**src/rtl/adc_scan_serial_tx.sv**
```systemverilog
// Multi-channel ADC scan sequencer feeding a start/stop serial transmitter, MSB first.
// Define ADC_TX_PARITY_EN to add an even-parity bit between the last data bit and the stop bit.
module adc_scan_serial_tx #(
    parameter int DATA_W    = 8,
    parameter int NUM_CH    = 8,
    parameter int CH_W      = 4,
    parameter int BIT_DELAY = 104
) (
    input  logic              clock,
    input  logic              reset,
    input  logic              eoc,
    input  logic              dsr,
    input  logic [DATA_W-1:0] data_in,
    output logic              soc,
    output logic              load_dato,
    output logic              mux_en,
    output logic [CH_W-1:0]   canale,
    output logic              data_out,
    output logic              error,
    output logic              busy
);

`ifdef ADC_TX_PARITY_EN
    localparam int PAR_BITS = 1;
`else
    localparam int PAR_BITS = 0;
`endif
    localparam int FRAME_BITS = DATA_W + 2 + PAR_BITS;
    localparam int IDX_W      = $clog2(FRAME_BITS);
    localparam int CNT_W      = (BIT_DELAY > 0) ? $clog2(BIT_DELAY + 1) : 1;

    localparam logic [CNT_W-1:0] CNT_MAX      = CNT_W'(BIT_DELAY);
    localparam logic [IDX_W-1:0] IDX_LAST     = IDX_W'(FRAME_BITS - 1);
    localparam logic [IDX_W-1:0] IDX_DATA_END = IDX_W'(DATA_W);
    localparam logic [CH_W-1:0]  CH_LAST      = CH_W'(NUM_CH - 1);

    // state | meaning: MUX select channel, SETTLE mux settling, SOC start conversion,
    // WAIT wait for eoc low, LATCH ADC output enable, SEND hand-off/refusal, TXWAIT frame in flight
    localparam logic [2:0] S_MUX    = 3'd0;
    localparam logic [2:0] S_SETTLE = 3'd1;
    localparam logic [2:0] S_SOC    = 3'd2;
    localparam logic [2:0] S_WAIT   = 3'd3;
    localparam logic [2:0] S_LATCH  = 3'd4;
    localparam logic [2:0] S_SEND   = 3'd5;
    localparam logic [2:0] S_TXWAIT = 3'd6;

    logic [2:0]        state_q, state_d;
    logic [CH_W-1:0]   canale_q, canale_d;
    logic              error_q, error_d;
    logic              soc_q, soc_d;
    logic              load_q, load_d;
    logic              mux_en_q, mux_en_d;
    logic              capture, tx_start;

    logic [DATA_W-1:0] shift_q, shift_d;
    logic [IDX_W-1:0]  idx_q, idx_d;
    logic [CNT_W-1:0]  cnt_q, cnt_d;
    logic              dout_q, dout_d;
    logic              busy_q, busy_d;
    logic              tx_done_q, tx_done_d;
`ifdef ADC_TX_PARITY_EN
    logic              par_q, par_d;
`endif

    always_comb begin
        state_d  = state_q;
        canale_d = canale_q;
        error_d  = error_q;
        capture  = 1'b0;
        tx_start = 1'b0;
        case (state_q)
            S_MUX:    state_d = S_SETTLE;
            S_SETTLE: state_d = S_SOC;
            S_SOC:    state_d = S_WAIT;
            S_WAIT:   if (!eoc) state_d = S_LATCH;
            S_LATCH: begin
                capture  = 1'b1;
                canale_d = (canale_q == CH_LAST) ? '0 : canale_q + CH_W'(1);
                state_d  = S_SEND;
            end
            S_SEND: begin
                if (dsr) begin
                    tx_start = 1'b1;
                    error_d  = 1'b0;
                    state_d  = S_TXWAIT;
                end else begin
                    error_d  = 1'b1;
                    state_d  = S_MUX;
                end
            end
            S_TXWAIT: if (tx_done_q) state_d = S_MUX;
            default:  state_d = S_MUX;
        endcase
        // Outputs follow the state being entered so they change on the same edge.
        soc_d    = (state_d == S_SOC) || (state_d == S_WAIT);
        load_d   = (state_d == S_LATCH);
        mux_en_d = (state_d == S_MUX) || (state_d == S_SETTLE) ||
                   (state_d == S_SOC) || (state_d == S_WAIT);
    end

    always_comb begin
        shift_d   = shift_q;
        idx_d     = idx_q;
        cnt_d     = cnt_q;
        dout_d    = dout_q;
        busy_d    = busy_q;
        tx_done_d = 1'b0;
`ifdef ADC_TX_PARITY_EN
        par_d     = par_q;
        if (capture) par_d = ^data_in;
`endif
        if (capture) shift_d = data_in;
        if (tx_start) begin
            idx_d  = '0;
            cnt_d  = '0;
            dout_d = 1'b0;
            busy_d = 1'b1;
        end else if (busy_q) begin
            if (cnt_q == CNT_MAX) begin
                cnt_d = '0;
                if (idx_q == IDX_LAST) begin
                    busy_d    = 1'b0;
                    dout_d    = 1'b1;
                    tx_done_d = 1'b1;
                end else begin
                    idx_d = idx_q + IDX_W'(1);
                    if (idx_q < IDX_DATA_END) begin
                        dout_d  = shift_q[DATA_W-1];
                        shift_d = shift_q << 1;
                    end
`ifdef ADC_TX_PARITY_EN
                    else if (idx_q == IDX_DATA_END) dout_d = par_q;
`endif
                    else dout_d = 1'b1;
                end
            end else begin
                cnt_d = cnt_q + CNT_W'(1);
            end
        end
    end

    always_ff @(posedge clock or posedge reset) begin
        if (reset) begin
            state_q   <= S_MUX;
            canale_q  <= '0;
            error_q   <= 1'b0;
            soc_q     <= 1'b0;
            load_q    <= 1'b0;
            mux_en_q  <= 1'b0;
            shift_q   <= '0;
            idx_q     <= '0;
            cnt_q     <= '0;
            dout_q    <= 1'b1;
            busy_q    <= 1'b0;
            tx_done_q <= 1'b0;
`ifdef ADC_TX_PARITY_EN
            par_q     <= 1'b0;
`endif
        end else begin
            state_q   <= state_d;
            canale_q  <= canale_d;
            error_q   <= error_d;
            soc_q     <= soc_d;
            load_q    <= load_d;
            mux_en_q  <= mux_en_d;
            shift_q   <= shift_d;
            idx_q     <= idx_d;
            cnt_q     <= cnt_d;
            dout_q    <= dout_d;
            busy_q    <= busy_d;
            tx_done_q <= tx_done_d;
`ifdef ADC_TX_PARITY_EN
            par_q     <= par_d;
`endif
        end
    end

    assign soc       = soc_q;
    assign load_dato = load_q;
    assign mux_en    = mux_en_q;
    assign canale    = canale_q;
    assign data_out  = dout_q;
    assign error     = error_q;
    assign busy      = busy_q;

endmodule

```
**config.mk**
```make
export PLATFORM = sky130hd
export DESIGN_NAME = adc_scan_serial_tx
export DESIGN_NICKNAME = d
export VERILOG_FILES = /design/src/rtl/adc_scan_serial_tx.sv
export SDC_FILE = /design/constraint.sdc
export NUM_CORES = 1
export LEC_CHECK = 0
export ABC_AREA = 1
export BUFFER_PORTS_ARGS = -buffer_cell sky130_fd_sc_hd__buf_2
export CELL_PAD_IN_SITES_DETAIL_PLACEMENT = 0
export CELL_PAD_IN_SITES_GLOBAL_PLACEMENT = 2
export CORE_ASPECT_RATIO = 0.75
export CORE_MARGIN = 2
export CORE_UTILIZATION = 35
export CTS_BUF_LIST = sky130_fd_sc_hd__clkbuf_8
export DETAILED_ROUTE_END_ITERATION = 12
export GPL_TIMING_DRIVEN = 0
export PLACE_DENSITY_LB_ADDON = 0.1
export SYNTH_ARGS = -nofsm -noshare
export SYNTH_HDL_FRONTEND = slang
export SYNTH_SLANG_ARGS = --single-unit
```
**constraint.sdc**
```tcl
create_clock -name clock -period 1.6 [get_ports clock]
set_input_delay 0.24 -clock clock [delete_from_list [all_inputs] [get_ports clock]]
set_output_delay 0.24 -clock clock [all_outputs]
set_load 0.005 [all_outputs]
```
==> summary.md <==
| Metric | Value |
|---|---|
| Status | `finished, final reports clean` |
| Via/cell ratio | `4.685` |
| Final core utilization | `41.97%` |
| R2R Path End | `shift_q[1]$_DFF_PP0_` |
| Die Span X | `84.87 um` |
| Area Overhead vs Synth | `17.78%` |
| Initial Utilization | `35.64%` |
| Startpoint type of the worst setup path | `flop` |
| Layout Cells excl Fill | `305` |
| Final setup fails | `0` |
| Synth top cells by count | `nand2_1, dfrtp_1, nand3_1` |
| Cell area power density | `744.0 nW/um^2` |
| PortBufs | `21` |
| DP Area | `1897 sq um` |
| Area contributors post-synth | `dfrtp_1, nand2_1, nand3_1` |
| Initial DRC Count | `58` |
| FF-to-FF Start | `cnt_q[0]$_DFFE_PP0P_` |
| Setup TNS | `0 ns` |
| M3 GR Usage | `4.076%` |
| Layout cell share with drive strength beyond 1 | `21.22%` |
| Inserted Clock Buffers | `5` |
| Synth Flop Type | `dfrtp_1` |
| Area leader, netlist | `dfrtp_1` |
| Worst-path fanout max | `10` |
| ANT cells | `0` |
| Via Count | `1429` |
| R2r setup slk | `0.15 ns` |
| Final worst path period share | `90.52%` |
| Total wire length | `3573 um` |
| Total gr overflow | `0` |
| Die Y | `64.65 um` |
| Maximum achievable frequency | `690.5 MHz` |
| Post-Synthesis Cells | `215` |
| Clk Latency, worst-skew pair | `0.28 ns` |
| Mean Syn Cell Area | `7.984 sq um` |
| # Max-Cap Violations | `0` |
| Maximum buffer depth of the clock tree | `2` |
| Worst Hold Class | `in2async` |
| Clock Tree Root | `clkbuf_8` |
| Synth Register Bits | `33` |
| First-pass GRT wire length | `6113 um` |
| Fin area | `2022 sq um` |
| GR Layer Usage met1 | `20.67%` |
| Unrepaired setup endpoints after global routing | `false` |
| Cts hold-fix bufs | `0` |
| All-Layer GR Usage | `14.27%` |
| Global route hottest layer | `met1` |
| Post-DP HPWL | `2558 um` |
| GPL Wtd Cong | `0.7708` |
| Vias in the first global route | `1336` |
| Most used cell, CP | `nand2_1` |
| CP endpoint kind | `flop` |
| Sequential element share of the synthesized area | `48.18%` |
| Flop pwr share | `55.5%` |
| CTS tree | `yes` |
| Routed len/inst | `11.71 um` |
| Synthesized area | `1717 sq um` |
| Cells on worst reg2reg path | `9` |
| Synth async-reset ratio | `100.0%` |
| Endpoints failing hold | `0` |
| ANT nets after route | `0` |
| Count leader, synth | `nand2_1` |
| Combinational power share | `2.1%` |
| Clock Power Share | `42.5%` |
| EDFF count, synth | `0` |
| Ports | `22` |
| Slew headroom | `52.85%` |
| Clk slew on worst S/H paths | `0.07 ns` |
| WP data required | `1.83 ns` |
| Nets@finish | `261` |
| Initial antenna violation count | `0` |
| # H-tree levels | `2` |
| Post-synth top area share | `46.65%` |
| Tightest Pin Transition | `0.7063 ns` |
| Synth Warn # | `0` |
| Critical path class | `reg2reg` |
| Core Region | `4817 sq um` |
| Final min period | `1.448 ns` |
| Critical Path, Cell by Cell | `inv_2 -> ha_4 -> nand2_1 -> nor2_2 -> nand2_2 -> nor2_4 -> buf_6 -> nand3_1 -> nand2_1` |
| Met2 GRT Util | `19.78%` |
| Clock skew | `0.005057 ns` |
| Die area | `5487 sq um` |
| Clk sinks | `33` |
| Remaining DRCs | `0` |
| Std-Cell Rows | `22` |
| Mapped Nets | `232` |
| Final Max Slew Viols | `0` |
| Placed cells | `296` |
| P_sw | `0.0003222 W` |
| Largest net degree at the start of global routing | `34` |
| Slowest Stage Delay on Critical Path | `0.41 ns` |
| Post-synth cell types | `26` |
| CP arrival | `1.67 ns` |
| Slowest CP cell | `dfrtp_1` |
| Leakage Power | `1.123 nW` |
| Maximum vdd ir drop | `0.0004628 V` |
| Int Power | `0.001182 W` |
| 1st-pass router iterations | `4` |
| Switching Fraction | `21.42%` |
-- how the worst max path moves through the flow --
| stage | slack [ns] | end | cells after the start | startpoint |
|---|---|---|---|---|
| after floorplan | 0.29 | shift_q[1]$_DFF_PP0_ | 9 | cnt_q[0]$_DFFE_PP0P_ |
| after global placement | 0.04 | idx_q[2]$_DFFE_PP0P_ | 9 | cnt_q[0]$_DFFE_PP0P_ |
| after detailed placement | 0.02 | idx_q[1]$_DFFE_PP0P_ | 9 | cnt_q[0]$_DFFE_PP0P_ |
| after CTS | 0.005 | idx_q[1]$_DFFE_PP0P_ | 9 | cnt_q[0]$_DFFE_PP0P_ |
| after global routing | 0.02 | shift_q[5]$_DFF_PP0_ | 9 | cnt_q[0]$_DFFE_PP0P_ |
| final | 0.15 | shift_q[1]$_DFF_PP0_ | 9 | cnt_q[0]$_DFFE_PP0P_ |
-- cells by family (layout without fill, tap and decap cells) --
family / Yosys count / after routing / synth area share (%)
and+or+nand+nor: 131 / 131 / 33.82
xor gates and xnor gates: 5 / 5 / 2.551
DFF: 33 / 33 / 48.18
adders and majority gates: 5 / 5 / 3.644
buffers and inverters: 27 / 57 / 7.434
AOI/OAI and AO/OA: 14 / 14 / 4.373
-- sequential cells by signal, indices dropped and copies added, names as in the netlist --
signal and count:
shift_q 8, busy 1, error 1, state_q 3, data_out 1, soc 1
load_dato 1, mux_en 1, cnt_q 7, canale 4, idx_q 4, tx_done_q 1
-- critical path: cells and delay by family (launching register included) --
| kind | cells | cell delay, ns |
|---|---|---|
| simple gates | 6 | 0.56 |
| flops | 1 | 0.41 |
| buf+inv | 2 | 0.26 |
| fa+ha+maj | 1 | 0.14 |
-- timing repair --
item / in CTS / in global routing
resized for setup: 0 / 8
buffers inserted: 0 / 1
endpoints found under the setup margin: 0 / 17
-- routing by layer --
| layer | share of wire (%) | routed length [um] |
|---|---|---|
| met5 | 0 | 0 |
| met4 | 1.3 | 48 |
| met3 | 4.7 | 169 |
| met2 | 40 | 1417 |
| met1 | 54 | 1938 |
-- metrics by stage --
step | worst slack, ns | power (W) | hold WS (ns)
floorplan | 0.2931 | 0.0008628 | 0.3222
global placement | 0.04255 | 0.0008820 | 0.4524
detailed placement | 0.02378 | 0.0008831 | 0.4500
CTS | 0.004530 | 0.001526 | 0.1459
global route | 0.02310 | 0.001567 | 0.1325
finish | 0.1517 | 0.001504 | 0.06711
-- power groups by stage --
stage          Clock (W)  Sequential (W)  Combinational, W
2_1_floorplan          0        0.000850         0.0000129
3_3_place_gp           0        0.000850         0.0000321
3_5_place_dp           0        0.000850         0.0000332
4_1_cts         0.000659        0.000834         0.0000334
5_1_grt         0.000696        0.000833         0.0000378
6_report        0.000639        0.000834         0.0000315
-- layout make-up --
| type | count | area [sq um] |
|---|---|---|
| multi-input combinational | 155 | 789.5 |
| clock buffer | 6 | 82.58 |
| buffer | 4 | 38.79 |
| timing repair buffer | 22 | 112.6 |
| clock inverter | 2 | 7.507 |
| inverter | 23 | 88.84 |
| tap | 60 | 75.07 |
| sequential | 33 | 827.0 |
| fill | 501 | 2795 |
-- placed cells by master, fill, tap and decap left out, drive strengths merged, types with 4 or more instances in the layout --
master  Yosys  routed
a21oi       5       5
buf         4      26
clkbuf      0       6
dfrtp      32      32
ha          5       5
inv        22      24
nand2      87      87
nand3      23      23
nor2       14      14
o21ai       7       7
xor2        4       4
No activity file was read; power rests on OpenSTA's default activity.
